**config.mk**
```make
export PLATFORM = sky130hd
export DESIGN_NAME = dmem_stall_ctrl_flat
export DESIGN_NICKNAME = d
export VERILOG_FILES = /design/src/rtl/rv_mem_pkg.sv /design/src/rtl/dmem_stall_ctrl_if.sv /design/src/rtl/sat_counter.sv /design/src/rtl/dmem_stall_ctrl.sv /design/src/flat_wrapper.sv
export SDC_FILE = /design/constraint.sdc
export NUM_CORES = 1
export LEC_CHECK = 0
export CORE_MARGIN = 4
export CORE_UTILIZATION = 40
export DETAILED_ROUTE_END_ITERATION = 8
export HOLD_SLACK_MARGIN = 0.1
export PLACE_DENSITY = 0.71
export SLEW_MARGIN = 15
export SYNTH_ARGS = -nofsm -noshare
export SYNTH_HDL_FRONTEND = slang
export SYNTH_SLANG_ARGS = --single-unit
```
**constraint.sdc**
```tcl
create_clock -name clk -period 2.74 [get_ports clk]
set_input_delay 0.411 -clock clk [delete_from_list [all_inputs] [get_ports clk]]
set_output_delay 0.411 -clock clk [all_outputs]
set_load 0.02 [all_outputs]
```
**src/rtl/rv_mem_pkg.sv**
```systemverilog
// Shared types and helpers for the data-memory stall controller.
// Access sizes, controller states and the alignment check used on every load/store.
package rv_mem_pkg;

  typedef enum logic [1:0] {SZ_B, SZ_H, SZ_W} size_e;

  typedef enum logic [1:0] {S_IDLE, S_WAIT, S_DONE} stall_state_e;

  // Size 3 is not a legal RV32 width; it is checked as a word.
  function automatic logic is_misaligned(input logic [1:0] size, input logic [1:0] addr_lo);
    if (size == SZ_B) return 1'b0;
    if (size == SZ_H) return addr_lo[0];
    return addr_lo != 2'b00;
  endfunction

endpackage

```
**src/rtl/dmem_stall_ctrl_if.sv**
```systemverilog
// Core/cache/status bundle for the stall controller; master is the controller, slave the environment.
// Core and cache inputs plus status outputs; the cache handshake is req/ready with single-cycle ready pulses.
interface dmem_stall_ctrl_if #(
  parameter int ADDR_W = 32,
  parameter int DATA_W = 32,
  parameter int CNT_W  = 32
);
  logic              mem_read;
  logic              mem_write;
  logic [1:0]        size;
  logic [ADDR_W-1:0] addr;
  logic [DATA_W-1:0] wdata;
  logic              c_req;
  logic              c_we;
  logic [ADDR_W-1:0] c_addr;
  logic [DATA_W-1:0] c_wdata;
  logic              c_ready;
  logic [DATA_W-1:0] c_rdata;
  logic              stall;
  logic [DATA_W-1:0] rdata;
  logic              wb_kill;
  logic              misalign;
  logic              timeout_err;
  logic [CNT_W-1:0]  stall_cnt;
  logic [CNT_W-1:0]  miss_cnt;

  modport master (
    input  mem_read, mem_write, size, addr, wdata, c_ready, c_rdata,
    output c_req, c_we, c_addr, c_wdata, stall, rdata, wb_kill, misalign,
           timeout_err, stall_cnt, miss_cnt
  );

  modport slave (
    output mem_read, mem_write, size, addr, wdata, c_ready, c_rdata,
    input  c_req, c_we, c_addr, c_wdata, stall, rdata, wb_kill, misalign,
           timeout_err, stall_cnt, miss_cnt
  );
endinterface

```
**src/rtl/sat_counter.sv**
```systemverilog
// Saturating up-counter: increments by one per cycle with inc high, holds at all-ones.
// One-cycle update latency; no backpressure.
module sat_counter #(
  parameter int W = 32
) (
  input  logic         clk,
  input  logic         rst,
  input  logic         inc,
  output logic [W-1:0] cnt
);

  always_ff @(posedge clk) begin
    if (rst) begin
      cnt <= '0;
    end else if (inc && (cnt != '1)) begin
      cnt <= cnt + 1'b1;
    end
  end

endmodule

```
**src/rtl/dmem_stall_ctrl.sv**
```systemverilog
// Sequences core loads/stores into a variable-latency data cache, stalling the core on a miss.
// Hits complete combinationally in the issue cycle; misses stall through WAIT and retire in a one-cycle DONE.
module dmem_stall_ctrl
  import rv_mem_pkg::*;
#(
  parameter int ADDR_W  = 32,
  parameter int DATA_W  = 32,
  parameter int TIMEOUT = 255,
  parameter int CNT_W   = 32
) (
  input logic                clk,
  input logic                rst,
  dmem_stall_ctrl_if.master  bus
);

  localparam int TW = $clog2(TIMEOUT + 1);
  localparam logic [TW-1:0] T_LAST = TW'(TIMEOUT - 1);

  stall_state_e      state_q, state_d;
  logic [ADDR_W-1:0] addr_q;
  logic [DATA_W-1:0] wdata_q;
  logic [DATA_W-1:0] rdata_q;
  logic              we_q;
  logic              kill_q;
  logic              timeout_q;
  logic [TW-1:0]     tcnt;

  logic              op, mis;
  logic              go_wait, t_expire;
  logic              c_req, c_we, stall, wb_kill, misalign;
  logic [ADDR_W-1:0] c_addr;
  logic [DATA_W-1:0] c_wdata, rdata;
  logic [CNT_W-1:0]  stall_cnt, miss_cnt;

  assign op  = bus.mem_read | bus.mem_write;
  assign mis = is_misaligned(bus.size, bus.addr[1:0]);

  always_comb begin
    state_d  = state_q;
    c_req    = 1'b0;
    c_we     = 1'b0;
    c_addr   = addr_q;
    c_wdata  = wdata_q;
    stall    = 1'b0;
    wb_kill  = 1'b0;
    misalign = 1'b0;
    rdata    = rdata_q;
    go_wait  = 1'b0;
    t_expire = 1'b0;
    case (state_q)
      S_IDLE: begin
        if (op) begin
          if (mis) begin
            misalign = 1'b1;
            wb_kill  = 1'b1;
          end else begin
            c_req   = 1'b1;
            c_we    = bus.mem_write;
            c_addr  = bus.addr;
            c_wdata = bus.wdata;
            if (bus.c_ready) begin
              rdata = bus.c_rdata;
            end else begin
              stall   = 1'b1;
              go_wait = 1'b1;
              state_d = S_WAIT;
            end
          end
        end
      end
      S_WAIT: begin
        c_req    = 1'b1;
        c_we     = we_q;
        stall    = 1'b1;
        // A response arriving on the last allowed cycle still wins over the timeout.
        t_expire = !bus.c_ready && (tcnt == T_LAST);
        if (bus.c_ready || t_expire) state_d = S_DONE;
      end
      S_DONE: begin
        wb_kill = kill_q;
        state_d = S_IDLE;
      end
      default: state_d = S_IDLE;
    endcase
  end

  always_ff @(posedge clk) begin
    if (rst) begin
      state_q   <= S_IDLE;
      addr_q    <= '0;
      wdata_q   <= '0;
      rdata_q   <= '0;
      we_q      <= 1'b0;
      kill_q    <= 1'b0;
      timeout_q <= 1'b0;
      tcnt      <= '0;
    end else begin
      state_q <= state_d;
      if (go_wait) begin
        addr_q  <= bus.addr;
        wdata_q <= bus.wdata;
        we_q    <= bus.mem_write;
        kill_q  <= 1'b0;
        tcnt    <= '0;
      end
      if (state_q == S_WAIT) begin
        tcnt <= tcnt + 1'b1;
        if (bus.c_ready) begin
          rdata_q <= bus.c_rdata;
        end else if (t_expire) begin
          rdata_q   <= '0;
          kill_q    <= 1'b1;
          timeout_q <= 1'b1;
        end
      end
    end
  end

  sat_counter #(.W(CNT_W)) u_stall_cnt (
    .clk (clk),
    .rst (rst),
    .inc (stall),
    .cnt (stall_cnt)
  );

  sat_counter #(.W(CNT_W)) u_miss_cnt (
    .clk (clk),
    .rst (rst),
    .inc (go_wait),
    .cnt (miss_cnt)
  );

  assign bus.c_req       = c_req;
  assign bus.c_we        = c_we;
  assign bus.c_addr      = c_addr;
  assign bus.c_wdata     = c_wdata;
  assign bus.stall       = stall;
  assign bus.rdata       = rdata;
  assign bus.wb_kill     = wb_kill;
  assign bus.misalign    = misalign;
  assign bus.timeout_err = timeout_q;
  assign bus.stall_cnt   = stall_cnt;
  assign bus.miss_cnt    = miss_cnt;

endmodule

```
**src/flat_wrapper.sv**
```systemverilog
// flat-port wrapper written by rule: the top's interface ports become plain ports
module dmem_stall_ctrl_flat import rv_mem_pkg::*;
#(
  parameter int ADDR_W  = 32,
  parameter int DATA_W  = 32,
  parameter int TIMEOUT = 255,
  parameter int CNT_W   = 32
)
  (clk, rst, bus_mem_read, bus_mem_write, bus_size, bus_addr, bus_wdata, bus_c_ready, bus_c_rdata, bus_c_req, bus_c_we, bus_c_addr, bus_c_wdata, bus_stall, bus_rdata, bus_wb_kill, bus_misalign, bus_timeout_err, bus_stall_cnt, bus_miss_cnt);
  dmem_stall_ctrl_if #(.ADDR_W(ADDR_W), .DATA_W(DATA_W), .CNT_W(CNT_W)) bus_i ();
  input logic clk;
  input logic rst;
  input wire logic [$bits(bus_i.mem_read)-1:0] bus_mem_read;
  input wire logic [$bits(bus_i.mem_write)-1:0] bus_mem_write;
  input wire logic [$bits(bus_i.size)-1:0] bus_size;
  input wire logic [$bits(bus_i.addr)-1:0] bus_addr;
  input wire logic [$bits(bus_i.wdata)-1:0] bus_wdata;
  input wire logic [$bits(bus_i.c_ready)-1:0] bus_c_ready;
  input wire logic [$bits(bus_i.c_rdata)-1:0] bus_c_rdata;
  output wire logic [$bits(bus_i.c_req)-1:0] bus_c_req;
  output wire logic [$bits(bus_i.c_we)-1:0] bus_c_we;
  output wire logic [$bits(bus_i.c_addr)-1:0] bus_c_addr;
  output wire logic [$bits(bus_i.c_wdata)-1:0] bus_c_wdata;
  output wire logic [$bits(bus_i.stall)-1:0] bus_stall;
  output wire logic [$bits(bus_i.rdata)-1:0] bus_rdata;
  output wire logic [$bits(bus_i.wb_kill)-1:0] bus_wb_kill;
  output wire logic [$bits(bus_i.misalign)-1:0] bus_misalign;
  output wire logic [$bits(bus_i.timeout_err)-1:0] bus_timeout_err;
  output wire logic [$bits(bus_i.stall_cnt)-1:0] bus_stall_cnt;
  output wire logic [$bits(bus_i.miss_cnt)-1:0] bus_miss_cnt;
  assign bus_i.mem_read = bus_mem_read;
  assign bus_i.mem_write = bus_mem_write;
  assign bus_i.size = bus_size;
  assign bus_i.addr = bus_addr;
  assign bus_i.wdata = bus_wdata;
  assign bus_i.c_ready = bus_c_ready;
  assign bus_i.c_rdata = bus_c_rdata;
  assign bus_c_req = bus_i.c_req;
  assign bus_c_we = bus_i.c_we;
  assign bus_c_addr = bus_i.c_addr;
  assign bus_c_wdata = bus_i.c_wdata;
  assign bus_stall = bus_i.stall;
  assign bus_rdata = bus_i.rdata;
  assign bus_wb_kill = bus_i.wb_kill;
  assign bus_misalign = bus_i.misalign;
  assign bus_timeout_err = bus_i.timeout_err;
  assign bus_stall_cnt = bus_i.stall_cnt;
  assign bus_miss_cnt = bus_i.miss_cnt;
  dmem_stall_ctrl #(.ADDR_W(ADDR_W), .DATA_W(DATA_W), .TIMEOUT(TIMEOUT), .CNT_W(CNT_W)) u_core (.clk(clk), .rst(rst), .bus(bus_i));
endmodule
```
==> summary.md, run 1 <==
| Metric | Value |
|---|---|
| IO Pins | 269 |
| Fin. Hold Viols | 0 |
| Worst EP arrival | 2250 ps |
| Starting DRT DRC Count | 373 |
| GPL Wtd Cong | 0.816 |
| Final setup fails | 0 |
| CP max-delay cell | clkdlybuf4s50_1 |
| CTS Buffer Depth | 2 |
| Final antenna-violating net count | 0 |
| Drt total wl | 25300 um |
| Clock sinks | 173 |
| CP Cell Sequence | clkdlybuf4s50_1 -> o21ai_2 -> and2_4 -> buf_6 -> buf_6 -> mux2_2 -> dlygate4sd2_1 |
| Pins over their slew limit | 0 |
| Global-route wire length before repair | 41400 um |
| Design Power | 6.29 mW |
| CTS buffer count | 17 |
| Row count | 53 |
| WP buf/inv | 4 |
| Detail Placement HPWL | 17800 um |
| Max Cap Violations | 0 |
| Share of cells above drive strength 1 | 21.0% |
| Hold EP | u_core.addr_q[1]$_SDFFE_PP0P_ |
| Port-buffer cells | 268 |
| Min cycle time layout | 2660 ps |
| Yosys Warn Count | 0 |
| Post-CTS setup buffers | 0 |
| Share of the synthesized area in the top cell type | 40.8% |
| Worst EP required | 2330 ps |
| Worst rel slew slack | 44.5% |
| Dpl cell area | 11700 um2 |
| Cells after Synth | 1003 |
| R2r setup slk | 340 ps |
| Worst R2R Start | u_core.u_miss_cnt.cnt[5]$_SDFFE_PP0P_ |
| Initial antenna violation count | 0 |
| Clk pin slew, worst setup/hold paths | 70 ps |
| Core box area | 21000 um2 |
| Worst min-delay path startpoint | bus_addr[1] |
| DR vias/cell | 5.34 |
| Wire per inst | 16.3 um |
| Power Dens Cells | 515 nW/um2 |
| Final instance area | 12200 um2 |
| Predominant post-synthesis flop cell | dfxtp_1 |
| Syn Std Cell Area | 8490 um2 |
| #FFs+latches synth | 173 |
| Vias in the first global route | 8166 |
| Final period util | 97.3% |
| DR DRC count | 0 |
| CP Max Fanout | 7 |
| VDD IR-drop max | 0.370 mV |
| Skew-Pair Late Insertion Delay | 430 ps |
| CP dominant cell by count | buf_6 |
| CP Class | primary input to primary output |
| Net Count, Synth | 1110 |
| Number of distinct library cells after synthesis | 47 |
| Most common cell after layout, fill and taps aside | dfxtp_1 |
| Max Fclk | 375 MHz |
| GRT overflow | 0 |
| Tightest Hold Check Type | primary input to flop |
| Antenna diodes | 0 |
| DR pass1 iterations | 6 |
| Final clock skew | 13.5 ps |
| CP max stage delay | 520 ps |
| Starting Density | 40.5% |
| R2R depth | 6 |
| Syn_area_per_cell | 8.47 um2 |
| Die width | 154 um |
| RSZ-0062 raised after global routing | false |
| Status | finished, final reports clean |
| Static Leak | 4.52 nW |
| Actual slew at the worst max-slew pin | 833 ps |
| Largest net degree at the start of global routing | 111 |
| Final Hold Slack | 427 ps |
| Total GRT Usage | 20.9% |
| Vias | 8271 |
| Clock Tree Root | clkbuf_16 |
| Total Die Area | 23600 um2 |
| Top cells by area, synth | dfxtp_1, mux2_2, nand2_1 |
| Ys async rst share | 0% |
| CP endpoint kind | primary output |
| Post-synth top area cell | dfxtp_1 |
| Register area share after synthesis | 40.8% |
| Fin nets | 1369 |
| Hold Path Depth | 3 |
| CTS tree | done |
| Critical R2R Capture | u_core.u_miss_cnt.cnt[20]$_SDFFE_PP0P_ |
| Die height | 154 um |
| Post-synth EDFFs | 0 |
| H-tree levels | 4 |
| Layout area overhead | 43.9% |
| Worst setup SP type | primary input |
| Crit path max-delay family | buffers and inverters |
| Most frequent cells in the layout | dfxtp_1, clkdlybuf4s50_1, nand2_1 |
[through the flow]
step | TNS [ps] | util [%] | std cells | setup WS (ps)
after floorplan | 0 | - | 1003 | 215
after global placement | -24960 | 55.6 | 1516 | -289
after detailed placement | -24620 | 55.6 | 1516 | -295
after CTS | 0 | 58.4 | 1548 | 0.226
after global routing | 0 | 58.3 | 1549 | 8.04
final | 0 | 58.3 | 1549 | 75.3
[flip-flops by register name, summed over array words and instances (netlist names)]
signal,count
u_core.u_stall_cnt.cnt,32
u_core.tcnt,8
u_core.addr_q,32
u_core.bus.timeout_err,1
u_core.state_q,2
u_core.we_q,1
u_core.rdata_q,32
u_core.kill_q,1
u_core.u_miss_cnt.cnt,32
u_core.wdata_q,32
[power breakdown]
part	leakage, nW	switching (mW)	internal (mW)
combinational	2.81	0.578	0.538
clock	0.303	1.07	1.48
sequential	1.40	0.0373	2.58
total	4.52	1.69	4.60
[what timing repair did]
| item | in CTS | in global routing |
|---|---|---|
| resized for setup | 208 | 33 |
| setup endpoints to repair | 96 | 93 |
| pin swaps | 0 | 0 |
| cloned | 1 | 1 |
| hold buffers | 0 | 0 |
| hold endpoints to repair | 0 | 0 |
[synthesized netlist by cell type (10+ instances only)]
library cell and n:
a21oi_1 117, a22oi_1 32, and3_1 10, buf_1 11
clkbuf_1 49, dfxtp_1 173, mux2_2 117, nand2_1 160
nand3_1 32, nand4_1 16, nor2_1 79, nor2b_1 20
nor3_1 12, nor4_1 14, o21ai_0 12, o31ai_1 32
or3_1 12, or4_1 36
[worst register-to-register path: cells and delay by family (launching register included)]
kind                   cells  cell delay [ps]
muxes                      1              270
DFF                        1              440
and+or+nand+nor            4             1320
buffers and inverters      1              280
[cell type report]
cell class | count | area, um2
Inverter | 9 | 33.8
Fill cell | 1924 | 8730
Timing Repair Buffer | 312 | 3010
Tap cell | 275 | 344
Clock inverter | 13 | 180
Sequential cell | 173 | 3460
Clock buffer | 18 | 439
Multi-Input combinational cell | 749 | 4750
[kinds of logic (layout without fill, tap and decap cells)]
family	Yosys count	after routing	synth area share [%]
adder cells (fa/ha/maj)	4	4	0.589
flip-flops	173	173	40.8
buffers and inverters	81	352	3.84
AND/OR/NAND/NOR	419	419	24.5
multiplexers	118	118	15.6
AO/OA/AOI/OAI	208	208	14.6
[per-layer routing]
layer / vias up / part of all wire (%) / track usage [%]
met5: - / 0 / 0
met4: 0 / 2.5 / 7.32
met3: 37 / 6.1 / 5.40
met2: 220 / 48 / 34.4
met1: 3869 / 44 / 26.6
li1: 4145 / - / -
[worst max path at each step]
stage | endpoint | cells past startpoint | start | slack (ps)
6_report | bus_c_addr[2] | 7 | bus_size[0] | 80
5_1_grt | bus_c_wdata[28] | 6 | bus_size[0] | 8
4_1_cts | bus_rdata[17] | 8 | bus_size[1] | 0.2
3_5_place_dp | bus_rdata[14] | 8 | bus_addr[1] | -300
3_3_place_gp | bus_c_addr[8] | 8 | bus_addr[1] | -290
2_1_floorplan | bus_c_addr[13] | 7 | bus_size[1] | 210
Power figures use the tool's default switching activity.
==> inputs of run 2 (changes only) <==
CTS_CLUSTER_SIZE = 30   (was default)
HOLD_SLACK_MARGIN = 0.05   (was 0.1)
TNS_END_PERCENT = 100   (was default)
==> results of run 2 <==
Same layout as run 1: the final DEF is identical, and so are final timing and power.
==> inputs of run 3 (changes only) <==
ABC_CLOCK_PERIOD_IN_PS = 2600   (was default)
clock period = 2.6 ns   (was 2.74 ns; I/O delays follow)
==> run 3 against run 2 <==
Net effect: first-iteration DRC count grew 25%; flip-flop and latch count is the same; die area is the same; combinational power grew 11%; sequential power grew 5%; final area grew 0.49%.
==> summary.md, run 3 (synthesis results as in run 1) <==
| Metric | Value |
|---|---|
| Status | finished, final reports clean |
| Hold Path Depth | 3 (unchanged) |
| Die height | 154 um (unchanged) |
| Worst EP required | 2210 ps (-120 ps) |
| DR vias/cell | 5.39 (+1.0%) |
| Largest net degree at the start of global routing | 87 (-22%) |
| Worst setup SP type | primary input |
| GPL Wtd Cong | 0.820 (+0.54%) |
| IO Pins | 269 (unchanged) |
| Starting DRT DRC Count | 468 (+25%) |
| Final setup fails | 0 (unchanged) |
| Wire per inst | 16.7 um (+2.6%) |
| Die width | 154 um (unchanged) |
| Vias | 8402 (+1.6%) |
| Total Die Area | 23600 um2 (unchanged) |
| Global-route wire length before repair | 41600 um (+0.50%) |
| R2R depth | 7 (+1) |
| Worst EP arrival | 2060 ps (-190 ps) |
| Tightest Hold Check Type | primary input to flop |
| GRT overflow | 0 (unchanged) |
| Multi-input gate area | 4790 um2 (+0.68%) |
| CTS buffer count | 17 (unchanged) |
| Clk pin slew, worst setup/hold paths | 60 ps (about the same) |
| Skew-Pair Late Insertion Delay | 420 ps (about the same) |
| Clock sinks | 173 (unchanged) |
| Placed Instances | 1519 (+0.20%) |
| Drt total wl | 26100 um (+3.2%) |
| Most frequent cells in the layout | dfxtp_1, clkdlybuf4s50_1, nand2_1 |
| Finished Layout Cells | 1558 (+0.58%) |
| Vias in the first global route | 8150 (-0.20%) |
| CP endpoint kind | primary output |
| Worst rel slew slack | 50.4% (+5.9 points) |
| Fin. Hold Viols | 0 (unchanged) |
| Register area | 3460 um2 (unchanged) |
| CTS Buffer Depth | 2 (unchanged) |
| Core box area | 21000 um2 (unchanged) |
| Clock Tree Root | clkbuf_16 |
| Static Leak | 4.60 nW (+1.9%) |
| Share of cells above drive strength 1 | 22.2% (+1.2 points) |
| Layout area overhead | 44.6% |
| Final antenna-violating net count | 0 (unchanged) |
| Max Fclk | 408 MHz |
| Fin nets | 1378 (+0.66%) |
| Dpl ws | -439 ps (-144 ps) |
| H-tree levels | 4 (unchanged) |
| Most common cell after layout, fill and taps aside | dfxtp_1 |
| Detail Placement HPWL | 18500 um (+4.0%) |
| VDD IR-drop max | 0.483 mV (+30%) |
| CP Max Fanout | 6 (-1) |
| CTS tree | done |
| Initial antenna violation count | 1 (+1) |
| CP Class | primary input to primary output |
| RSZ-0062 raised after global routing | false |
| Antenna diodes | 0 (unchanged) |
| Max Cap Violations | 0 (unchanged) |
| Starting Density | 40.5% (unchanged) |
| Setup ws final | 149 ps (+73.6 ps) |
| Hold_buf cts | 0 (unchanged) |
| DR DRC count | 0 (unchanged) |
| Final period util | 94.3% |
| Port-buffer cells | 268 (unchanged) |
| Pins over their slew limit | 0 (unchanged) |
| DR pass1 iterations | 5 (-1) |
| Actual slew at the worst max-slew pin | 741 ps (-91.3 ps) |
| Min cycle time layout | 2450 ps |
| Final clock skew | 13.0 ps (-0.494 ps) |
| Power Dens Cells | 527 nW/um2 (+2.5%) |
| Row count | 53 (unchanged) |
| Total GRT Usage | 21.0% (+0.097 points) |
| Fillers | 1914 (-0.52%) |
[run 3: worst max-delay path: stages]
cell	delay (ps)
dlygate4sd2_1	270
a21o_1	220
o21ai_2	80
and2_4	230
buf_8	130
buf_6	110
clkbuf_16	140
mux2_2	340
buf_6	130
[run 3: final timing paths]
path / endpoint / slack (ps) / start
max: bus_c_addr[8] / 150 / bus_size[1]
min: u_core.addr_q[1]$_SDFFE_PP0P_ / 410 / bus_addr[1]
max reg2reg: u_core.u_miss_cnt.cnt[28]$_SDFFE_PP0P_ / 220 / u_core.u_miss_cnt.cnt[0]$_SDFFE_PP0P_
min reg2reg: u_core.we_q$_SDFFE_PP0P_ / 460 / u_core.we_q$_SDFFE_PP0P_
[run 3: layout make-up]
class	instances	area share [%]
Timing Repair Buffer	320	25.2
Clock buffer	19	3.53
Inverter	9	0.275
Clock inverter	12	1.04
Tap cell	275	2.80
Sequential cell	173	28.2
Multi-Input combinational cell	750	39.0
[run 3: what timing repair did]
item	CTS	global route
resized for setup	301	50
setup endpoints to repair	97	87
setup buffers	0	2
cloned	3	3
pin swaps	1	3
[run 3: stage by stage]
step	util [%]	area, um2	hold slack, ps	power (mW)	TNS (ps)
finish	58.6	12300	408	6.48	0
global route	58.6	12300	414	6.71	0
CTS	57.5	12100	394	6.46	-946
detailed placement	55.8	11700	447	4.06	-39300
global placement	55.8	11700	440	4.05	-36490
floorplan	-	8490	434	3.44	0
[run 3: routing by layer]
metal	share of wire [%]	wire length, um	global-route usage [%]	vias to the layer above
met5	0.046	12	0	-
met4	1.9	485	5.93	2
met3	5.3	1390	4.81	31
met2	49	12800	35.5	233
met1	44	11400	27.0	3978
li1	-	-	-	4158
[run 3: where the power goes]
part	leakage (nW)	internal (mW)	switching, mW	total [mW]
combinational	2.93	0.607	0.633	1.24
sequential	1.40	2.72	0.0405	2.76
clock	0.272	1.35	1.13	2.48
total	4.60	4.67	1.80	6.48
